### config.mk
export PLATFORM = sky130hd
export DESIGN_NAME = wbu
export DESIGN_NICKNAME = d
export VERILOG_FILES = /design/src/rtl/wbu.sv
export SDC_FILE = /design/constraint.sdc
export NUM_CORES = 1
export LEC_CHECK = 0
export ABC_AREA = 1
export BUFFER_PORTS_ARGS = -buffer_cell sky130_fd_sc_hd__buf_2
export CAP_MARGIN = 20
export CORE_MARGIN = 8
export CORE_UTILIZATION = 50
export CTS_BUF_LIST = sky130_fd_sc_hd__clkbuf_8
export CTS_CLUSTER_SIZE = 20
export DETAILED_ROUTE_END_ITERATION = 12
export PLACE_DENSITY = 0.82
export SETUP_SLACK_MARGIN = 0.4
export SYNTH_ARGS = -nofsm -noshare
export SYNTH_HDL_FRONTEND = slang
export SYNTH_SLANG_ARGS = --single-unit
### constraint.sdc
create_clock -name clk_i -period 1.67 [get_ports clk_i]
set_input_delay 0.0835 -clock clk_i [delete_from_list [all_inputs] [get_ports clk_i]]
set_output_delay 0.0835 -clock clk_i [all_outputs]
set_load 0.02 [all_outputs]
### src/rtl/wbu.sv
// Write-back unit: retires one EXU instruction at a time into the GPR write port,
// waiting on the LSU for loads. Define YSYX_23060251_WBU_FWD_EN for decode-bypass ports.
module wbu #(
    parameter int XLEN = 32,
    parameter int RS_W = 5
) (
    input  logic            clk_i,
    input  logic            rst_i,
    input  logic            e_valid_i,
    output logic            e_ready_o,
    input  logic            e_wen_i,
    input  logic [RS_W-1:0] e_rd_i,
    input  logic [XLEN-1:0] e_wdata_i,
    input  logic            e_is_load_i,
    input  logic [2:0]      e_funct3_i,
    input  logic [1:0]      e_addr_lo_i,
    input  logic            m_rvalid_i,
    input  logic [XLEN-1:0] m_rdata_i,
    output logic            m_rready_o,
    output logic            wen_o,
    output logic [RS_W-1:0] rd_o,
    output logic [XLEN-1:0] e_wdata_o,
    output logic            is_load_o,
    output logic [XLEN-1:0] m_wdata_o,
    output logic            commit_o,
`ifdef YSYX_23060251_WBU_FWD_EN
    output logic            fwd_valid_o,
    output logic [RS_W-1:0] fwd_rd_o,
    output logic [XLEN-1:0] fwd_data_o,
`endif
    output logic            err_o
);

    typedef enum logic [1:0] {IDLE, WAIT_MEM, WRITE} state_t;

    state_t            state_q, state_d;
    logic [RS_W-1:0]   rd_q;
    logic              wen_q;
    logic              is_load_q;
    logic [2:0]        funct3_q;
    logic [1:0]        addr_lo_q;
    logic [XLEN-1:0]   e_wdata_q;
    logic [XLEN-1:0]   m_wdata_q;
    logic              err_q;

    logic              accept;
    logic              fmt_err;
    logic [7:0]        byte_sel;
    logic [15:0]       half_sel;
    logic [XLEN-1:0]   ext;

    assign e_ready_o  = (state_q != WAIT_MEM);
    assign m_rready_o = (state_q == WAIT_MEM);
    assign accept     = e_valid_i & e_ready_o;

    always_comb begin
        state_d = state_q;
        case (state_q)
            IDLE, WRITE: begin
                if (accept)
                    state_d = e_is_load_i ? WAIT_MEM : WRITE;
                else
                    state_d = IDLE;
            end
            WAIT_MEM: if (m_rvalid_i) state_d = WRITE;
            default:  state_d = IDLE;
        endcase
    end

    // Misaligned or undefined load formats still complete; they only flag err_o.
    always_comb begin
        fmt_err = 1'b0;
        case (e_funct3_i)
            3'b000, 3'b100: fmt_err = 1'b0;
            3'b001, 3'b101: fmt_err = e_addr_lo_i[0];
            3'b010:         fmt_err = (e_addr_lo_i != 2'b00);
            default:        fmt_err = 1'b1;
        endcase
    end

    assign byte_sel = m_rdata_i[{addr_lo_q, 3'b000} +: 8];
    assign half_sel = m_rdata_i[{addr_lo_q[1], 4'b0000} +: 16];

    always_comb begin
        ext = m_rdata_i;
        case (funct3_q)
            3'b000:  ext = {{(XLEN-8){byte_sel[7]}}, byte_sel};
            3'b100:  ext = {{(XLEN-8){1'b0}}, byte_sel};
            3'b001:  ext = {{(XLEN-16){half_sel[15]}}, half_sel};
            3'b101:  ext = {{(XLEN-16){1'b0}}, half_sel};
            default: ext = m_rdata_i;
        endcase
    end

    always_ff @(posedge clk_i or negedge rst_i) begin
        if (!rst_i) begin
            state_q   <= IDLE;
            rd_q      <= '0;
            wen_q     <= 1'b0;
            is_load_q <= 1'b0;
            funct3_q  <= 3'b000;
            addr_lo_q <= 2'b00;
            e_wdata_q <= '0;
            m_wdata_q <= '0;
            err_q     <= 1'b0;
        end else begin
            state_q <= state_d;
            if (accept) begin
                rd_q      <= e_rd_i;
                is_load_q <= e_is_load_i;
                if (e_is_load_i) begin
                    wen_q     <= 1'b1;
                    funct3_q  <= e_funct3_i;
                    addr_lo_q <= e_addr_lo_i;
                end else begin
                    wen_q     <= e_wen_i;
                    e_wdata_q <= e_wdata_i;
                end
            end
            if (state_q == WAIT_MEM && m_rvalid_i)
                m_wdata_q <= ext;
            if ((m_rvalid_i && state_q != WAIT_MEM) || (accept && e_is_load_i && fmt_err))
                err_q <= 1'b1;
        end
    end

    assign commit_o  = (state_q == WRITE);
    assign wen_o     = commit_o & wen_q & (rd_q != '0);
    assign is_load_o = commit_o & is_load_q;
    assign rd_o      = rd_q;
    assign e_wdata_o = e_wdata_q;
    assign m_wdata_o = m_wdata_q;
    assign err_o     = err_q;

`ifdef YSYX_23060251_WBU_FWD_EN
    assign fwd_valid_o = wen_o;
    assign fwd_rd_o    = rd_q;
    assign fwd_data_o  = is_load_o ? m_wdata_q : e_wdata_q;
`endif

endmodule

# After elaboration in Yosys (flattened, before gate mapping)
# Index checks and enable logic that the tools add are counted.
dict set report totals {
  output_inout_bits 75
  regBits 79
}
dict set report classes {
  n_eq_ne 11
  bitwise_logic 5
  shifts 2
  n_mux 7
  reduce_logical 15
}
# operator n
set ops {}
lappend ops {{$pmux W32 S4} 1}
lappend ops {{$shiftx A32 B6 Y16} 1}
lappend ops {{$shiftx A32 B6 Y8} 1}
lappend ops {{$eq A3 B3 Y1 const B} 4}
lappend ops {{$eq A3 B1 Y1 const B} 2}
lappend ops {{$logic_not A3 Y1} 2}
lappend ops {{$mux W2} 3}
lappend ops {{$reduce_or A2 Y1} 3}
lappend ops {{$reduce_bool A5 Y1} 1}
lappend ops {{$and A1 B1 Y1} 4}
lappend ops {{$logic_and A1 B1 Y1} 4}
lappend ops {{$pmux W2 S2} 1}
lappend ops {{$reduce_and A2 Y1} 2}
lappend ops {{$eq A3 B2 Y1 const B} 1}
lappend ops {{$pmux W1 S3} 1}
lappend ops {{$eq A2 B1 Y1 const B} 1}
lappend ops {{$eq A2 B2 Y1 const B} 1}
lappend ops {{$logic_not A2 Y1} 1}
lappend ops {{$ne A2 B1 Y1 const B} 1}
lappend ops {{$ne A2 B2 Y1 const B} 1}
lappend ops {{$reduce_bool A2 Y1} 1}
lappend ops {{$logic_or A1 B1 Y1} 1}
lappend ops {{$mux W1} 1}
lappend ops {{$not A1 Y1} 1}

# Logic depth before layout (Yosys ltp)
# Gate-level depths: netlist of run 1.
dict set report logic_depth {
  word_depth 5
  depth_mapped 9
  depth_no_buf 8
}

# Worst setup path after synthesis of run 1
# Ideal clock, no wire load.
dict set report synth_timing {
  kind {reg-to-reg}
  start {register state_q[1]}
  end {register m_wdata_q[24] (netlist: m_wdata_o[24])}
  required_time_ns 1.557
  arrival_time_ns 1.202
  path_stages_with_launch 10
  period_less_slack_ns 1.314
  path_slack_ns 0.356
  cell_sequence {dfrtp_1 -> inv_1 -> nand2_4 -> inv_2 -> nand2_4 -> buf_6 -> a21oi_1 -> nand3_1 -> nand2_1 -> inv_1}
}
dict set report synth_between {
  elab_chain_cells 2
}
# item line
set synth_rtl {}
lappend synth_rtl {{start, declared} 36} ;# state_t state_q, state_d;
lappend synth_rtl {{start signal, assigned} 107} ;# state_q <= state_d;
lappend synth_rtl {{$eq A2 B1 Y1} n/a}
lappend synth_rtl {{net m_rready_o} 19} ;# output logic m_rready_o,
lappend synth_rtl {{$logic_and A1 B1 Y1} 120} ;# if (state_q == WAIT_MEM && m_rvalid_i)
lappend synth_rtl {{end signal, assigned} 121} ;# m_wdata_q <= ext;
lappend synth_rtl {{end, declared} 43} ;# logic [XLEN-1:0] m_wdata_q;
# The timed path passes the listed nets, and every way through them passes these cells.
# A chain may end at the register's enable or synchronous reset.

# Final worst setup path of run 1
dict set report layout_timing {
  start {register state_q[0]}
  end {register e_wdata_q[26] (netlist: e_wdata_o[26])}
}
dict set report layout_between {
  elab_chain_cells 3
}
# item line
set layout_rtl {}
lappend layout_rtl {{$ne A2 B1 Y1} 52} ;# assign e_ready_o = (state_q != WAIT_MEM);
lappend layout_rtl {{$and A1 B1 Y1} 54} ;# assign accept = e_valid_i & e_ready_o;
lappend layout_rtl {{$reduce_and A2 Y1 (no line)} n/a}
lappend layout_rtl {{end signal, assigned} 117} ;# e_wdata_q <= e_wdata_i;
lappend layout_rtl {{end, declared} 42} ;# logic [XLEN-1:0] e_wdata_q;
# No other way between the ends.

==> results.txt, run 1 <==
status: complete, no violations
Slowest-stage cell, CP: dfrtp_2
total power: 8.54 mW
drt total wl: 18100 um
Post-DP HPWL: 8240 um
Slew Viols, Final: 0
Cell variety after synth: 27
crit path from: state_q[0]$_DFFE_PN0P_
hold wc startpoint: m_rdata_i[4]
GRT overflow: 0
GRT met3 Usage: 8.86%
die width: 104 um
WP buf/inv: 2
grt met1 use: 26.4%
YS warnings: 0
Mapped Nets: 579
Non-Filler Instances: 850
worst vdd ir: 0.000706 V
deepest clock path buffer count: 2
Synth Instances: 499
Highest Clock Rate: 0.664 GHz
Root Buffer: clkbuf_8
number of global-route vias before repair: 4472
period utilization: 90.1%
Antenna Nets Post-Route: 0
Inst Count DP: 741
DR pass1 iterations: 5
vias per inst: 5.73
PortBufs: 154
RePlAce Congestion: 0.870
Max-Cap Viols: 0
R2R Path Start: state_q[0]$_DFFE_PN0P_
family with the most delay on the worst path: simple AND/OR/NAND/NOR gates
#FFs+latches synth: 79
Post-Route Utilization: 85.4%
CTS tree: built
highest-count cells in the layout ignoring fill and taps: 150 x buf_2, 144 x nand2_1, 75 x dfrtp_1
first-pass GRT wire length: 21700 um
setup TNS: 0 ps
Post-Syn Area: 0.00386 mm^2
Rel. slew slack: 65.8%
commonest non-fill, non-tap cell in the layout: buf_2
endpoints failing hold: 0
met2 global-route usage: 42.0%
Die Y: 104 um
Worst Setup End Kind: flop
clk_lat worst skew: 370 ps
initial antenna violation count: 1
worst-path fanout max: 8
clock sink count: 79
GR peak layer: met2
CP Class: reg -> reg
DR DRC count: 0
post-DR wirelength/cell: 21.3 um
total track usage: 24.7%
clock transition at the registers of the reported paths: 90 ps
Worst Max-Slew Pin Slew: 514 ps
num rows: 32
final setup fails: 0
clk_skew: 10.9 ps
CP Launch Type: flop
Min-Delay Path Class: in -> reg
Worst Path Arrival: 1800 ps
minimum clock period: 1510 ps
sequential fraction of the synthesis area: 51.2%
layout cells sized above 1: 49.5%
crit-path cells: nand2_8, nand2_8, nor2_4, buf_12, clkbuf_16, nand2_2, nand2_1
Most common cell on crit path: nand2_8
Syn Area/Cell: 7.74 um^2
Worst EP required: 1960 ps
PD cells: 1310 mW/mm^2
Layout Nets: 821
Ports: 155
CTS H-tree depth: 3
Die Footprint: 0.0108 mm^2
slowest stage delay, CP: 490 ps
Core ar.: 0.00761 mm^2
initial core utilization: 50.8%
unrepaired setup endpoints after global routing: yes
Synth-to-Final Area Change: 68.1%
Pleak: 3.47 nW
routed via count: 4873
total CTS buffers: 9
pin count of the biggest net entering global routing: 37
Iter 0 DRT Violations: 390
==> through the flow <==
stage,cell area [um^2],worst slack [ps],hold slack [ps]
floorplan,3870,403,-212
global placement,4700,277,55.1
finish,6490,165,2.46
CTS,5540,313,16.4
global route,6490,67.4,19.3
detailed placement,4700,239,63.4
==> final cells by class <==
cell class	instances	area, um^2
multi-input cells	360	2220
flip-flops and latches	79	1980
repair buffers	240	1730
fillers	395	1110
inverters	47	211
well taps	102	128
clock buffers	9	124
clock inverters	7	57.6
repair inverters	4	38.8
diodes	2	5.00
==> logic make-up (layout without fill, tap and decap cells) <==
logic type | Yosys count | after routing | share of synthesized area, %
AND/OR/NAND/NOR | 295 | 303 | 32.3
flip-flops | 79 | 79 | 51.2
AO/OA/AOI/OAI | 57 | 57 | 8.39
buffers and inverters | 68 | 307 | 8.16
other | 0 | 2 | 0
==> synthesized netlist by cell type, drive strengths merged <==
library cell / n / area, um^2
clkbuf: 1 / 3.75
o21ai: 21 / 105
o22ai: 1 / 6.26
buf: 20 / 135
nor4: 1 / 6.26
o22a: 1 / 8.76
a21oi: 32 / 190
dfrtp: 79 / 1980
nand3: 29 / 145
nand2: 219 / 857
nor3: 5 / 25.0
inv: 47 / 176
or2: 17 / 106
a31oi: 1 / 6.26
a21boi: 1 / 7.51
nor2: 24 / 108
==> state kept, by name, summed over array words and instances, names as in the netlist <==
register,cells
state_q,2
err_o,1
is_load_q,1
wen_q,1
addr_lo_q,2
m_wdata_o,32
funct3_q,3
rd_o,5
e_wdata_o,32
==> report_power, final <==
group / switching (mW) / internal, mW
sequential: 0.422 / 2.53
combinational: 2.63 / 1.58
clock: 0.823 / 0.555
==> tightest hold or removal path, delay by kind of cell <==
kind | cells | cell delay (ps)
compound gates | 1 | 130
buf+inv | 1 | 80
simple gates | 1 | 40
==> per-layer routing <==
metal / routed length (um) / up-vias
met5: 0 / -
met4: 831 / 0
met3: 2290 / 99
met2: 8920 / 444
met1: 6050 / 2287
li1: - / 2043
==> repair_timing <==
| item | 4_1_cts | 5_1_grt |
|---|---|---|
| endpoints found under the setup margin | 77 | 78 |
| endpoints found under the hold margin | 76 | 0 |
| pin swaps | 10 | 61 |
| gates resized for setup | 31 | 185 |
| cloned | 5 | 16 |
| setup buffers | 7 | 17 |
| hold buffers | 46 | 0 |
==> worst paths after layout <==
path	slack, ps	end	cells past startpoint
max in group asynchronous	890	state_q[0]$_DFFE_PN0P_	3
min in group asynchronous	200	m_wdata_o[17]$_DFFE_PN0P_	2
min	2	m_wdata_o[4]$_DFFE_PN0P_	3
max	160	e_wdata_o[26]$_DFFE_PN0P_	7
min reg2reg	490	m_wdata_o[2]$_DFFE_PN0P_	2
max reg2reg	160	e_wdata_o[26]$_DFFE_PN0P_	7
(Power assumes the default switching activity.)
==> run 2: changes to the inputs <==
--- a/config.mk
+++ b/config.mk
@@ -13,6 +13,7 @@
 export CTS_BUF_LIST = sky130_fd_sc_hd__clkbuf_8
 export CTS_CLUSTER_SIZE = 20
 export DETAILED_ROUTE_END_ITERATION = 12
+export HOLD_SLACK_MARGIN = 0.1
 export PLACE_DENSITY = 0.82
 export SETUP_SLACK_MARGIN = 0.4
 export SYNTH_ARGS = -nofsm -noshare
==> run 2 against run 1 <==
  * Flip-flop and latch count is the same
  * Clock-buffer cell count is the same
  * Largest power group unchanged
  * Sequential power is essentially flat
  * Maximum frequency shrank 0.68%
  * Clock skew grew 2.8 ps
  * Non-clock buffer count grew 20
  * Register-to-register slack is essentially flat
==> results.txt, run 2 (synthesized netlist as in run 1, its figures left out) <==
commonest non-fill, non-tap cell in the layout: nand2_1
clk_skew: 13.7 ps
minimum clock period: 1520 ps
Antenna Nets Post-Route: 0
number of global-route vias before repair: 4731
DR DRC count: 0
endpoints failing hold: 0
status: complete, no violations
final setup fails: 0
CP Launch Type: flop
unrepaired setup endpoints after global routing: yes
CTS H-tree depth: 3
Int Power: 4.56 mW
worst-path fanout max: 6
Hold Slack: 128 ps
Layout Nets: 838
Min-Delay Path Class: in -> reg
setup slack after layout: 154 ps
pre-CTS WS: 239 ps
Switch Pwr: 3.78 mW
Worst Path Arrival: 1780 ps
GRT overflow: 0
deepest clock path buffer count: 2
Rel. slew slack: 69.2%
RePlAce Congestion: 0.870
Switching Share: 45.3%
total track usage: 26.2%
clock share of power: 16.3%
PortBufs: 154
Worst Setup End Kind: flop
routed via count: 4837
worst hold endpoint: m_wdata_o[10]$_DFFE_PN0P_
clock transition at the registers of the reported paths: 90 ps
drt total wl: 18200 um
Max-Cap Viols: 0
Worst R2R Path Depth: 8
crit-path cells: inv_2, buf_4, nor2_1, o21ai_1, o21ai_1, nand2_1, nand2_1, nand2_1
Ports: 155
slowest stage delay, CP: 440 ps
period utilization: 90.8%
setup TNS: 0 ps
die width: 104 um
initial core utilization: 50.8%
Post-DP HPWL: 8240 um
clock sink count: 79
first-pass GRT wire length: 23000 um
Die Y: 104 um
Worst Max-Slew Pin Slew: 462 ps
clk_lat worst skew: 370 ps
Iter 0 DRT Violations: 308
PD cells: 1270 mW/mm^2
CP Class: reg -> reg
Gate power share: 48.3%
Worst EP required: 1930 ps
Reg power frac: 35.4%
Core ar.: 0.00761 mm^2
Most common cell on crit path: nand2_1
layout cells sized above 1: 45.7%
hold wc startpoint: m_rdata_i[10]
Highest Clock Rate: 0.660 GHz
R2R Path Start: addr_lo_q[1]$_DFFE_PN0P_
DR pass1 iterations: 5
Slowest-stage cell, CP: dfrtp_1
worst vdd ir: 0.000978 V
number of fill cells: 388
vias per inst: 5.59
pin count of the biggest net entering global routing: 37
CTS tree: built
total CTS buffers: 9
hold depth: 5
Pleak: 3.54 nW
num rows: 32
Root Buffer: clkbuf_8
Die Footprint: 0.0108 mm^2
post-DR wirelength/cell: 21.0 um
Slew Viols, Final: 0
r2r endpoint: m_wdata_o[6]$_DFFE_PN0P_
highest-count cells in the layout ignoring fill and taps: 150 x nand2_1, 148 x buf_2, 76 x dfrtp_1
initial antenna violation count: 1
setup slack, reg-to-reg: 150 ps
Synth-to-Final Area Change: 69.7%
total power: 8.34 mW
[run 2: changes by cell type in the layout (fill, tap and decap cells not counted), moves of 2 or more]
cell / before / now
a21oi_1: 14 / 16
a21oi_2: 18 / 16
buf_2: 150 / 148
buf_8: 2 / 0
dlygate4sd3_1: 46 / 73
nand2_1: 144 / 150
nand2_2: 46 / 38
nand2_4: 28 / 31
nand2_8: 9 / 5
nand3_4: 2 / 0
or2_2: 8 / 16
or2_4: 8 / 0
[run 2: per-layer routing]
layer | vias up | share of wire [%] | global-route usage (%) | wire, um
li1 | 2068 | - | - | -
met1 | 2207 | 32 | 27.4 | 5870
met2 | 441 | 49 | 44.2 | 8880
met3 | 121 | 13 | 10.0 | 2290
met4 | 0 | 6.6 | 14.7 | 1200
met5 | - | 0 | 0 | 0
[run 2: layout make-up]
type                    instances  area [um^2]  area share (%)
repair buffers                260         1920            29.2
inverters                      47          204            3.11
flip-flops and latches         79         1980            30.2
multi-input cells             357         2110            32.2
diodes                          1         2.50          0.0382
repair inverters                4         33.8           0.515
well taps                     102          128            1.95
clock inverters                 7         57.6           0.878
clock buffers                   9          124            1.89
[run 2: worst max-delay path by stage]
stage | start | endpoint | slack, ps | depth (start not counted)
2_1_floorplan | state_q[0]$_DFFE_PN0P_ | e_wdata_o[10]$_DFFE_PN0P_ | 400 | 7
3_5_place_dp | state_q[0]$_DFFE_PN0P_ | m_wdata_o[4]$_DFFE_PN0P_ | 240 | 6
5_1_grt | state_q[1]$_DFFE_PN0P_ | e_wdata_o[25]$_DFFE_PN0P_ | 160 | 8
4_1_cts | rd_o[2]$_DFFE_PN0N_ | wen_o | 310 | 5
6_report | addr_lo_q[1]$_DFFE_PN0P_ | m_wdata_o[6]$_DFFE_PN0P_ | 150 | 8
3_3_place_gp | state_q[1]$_DFFE_PN0P_ | m_wdata_o[4]$_DFFE_PN0P_ | 280 | 7
[run 2: power groups by stage]
stage               Sequential [mW]  Clock, mW  Combinational (mW)
floorplan                      3.58          0                1.26
global placement               2.87          0                2.94
detailed placement             2.89          0                3.01
CTS                            2.87       1.36                3.36
global route                   2.99       1.43                4.29
finish                         2.95       1.36                4.02
[run 2: stage by stage]
stage	util [%]	std cells	area, um^2
2_1_floorplan	-	499	3870
3_3_place_gp	61.7	741	4700
3_5_place_dp	61.7	741	4700
4_1_cts	76.4	842	5810
5_1_grt	86.2	866	6560
6_report	86.2	866	6560
[run 2: timing repair]
item                                    in CTS  in global routing
setup buffers                                7                 11
resized for setup                           31                154
pin swaps                                   10                 37
hold buffers                                73                  0
endpoints found under the hold margin      151                  0
cloned                                       5                 12
endpoints found under the setup margin      77                 78
[run 2: critical path, delay by kind of cell (launching register included)]
kind                   cells  cell delay, ps
AOI/OAI and AO/OA          2             280
buffers and inverters      2             230
DFF                        1             440
and+or+nand+nor            4             460
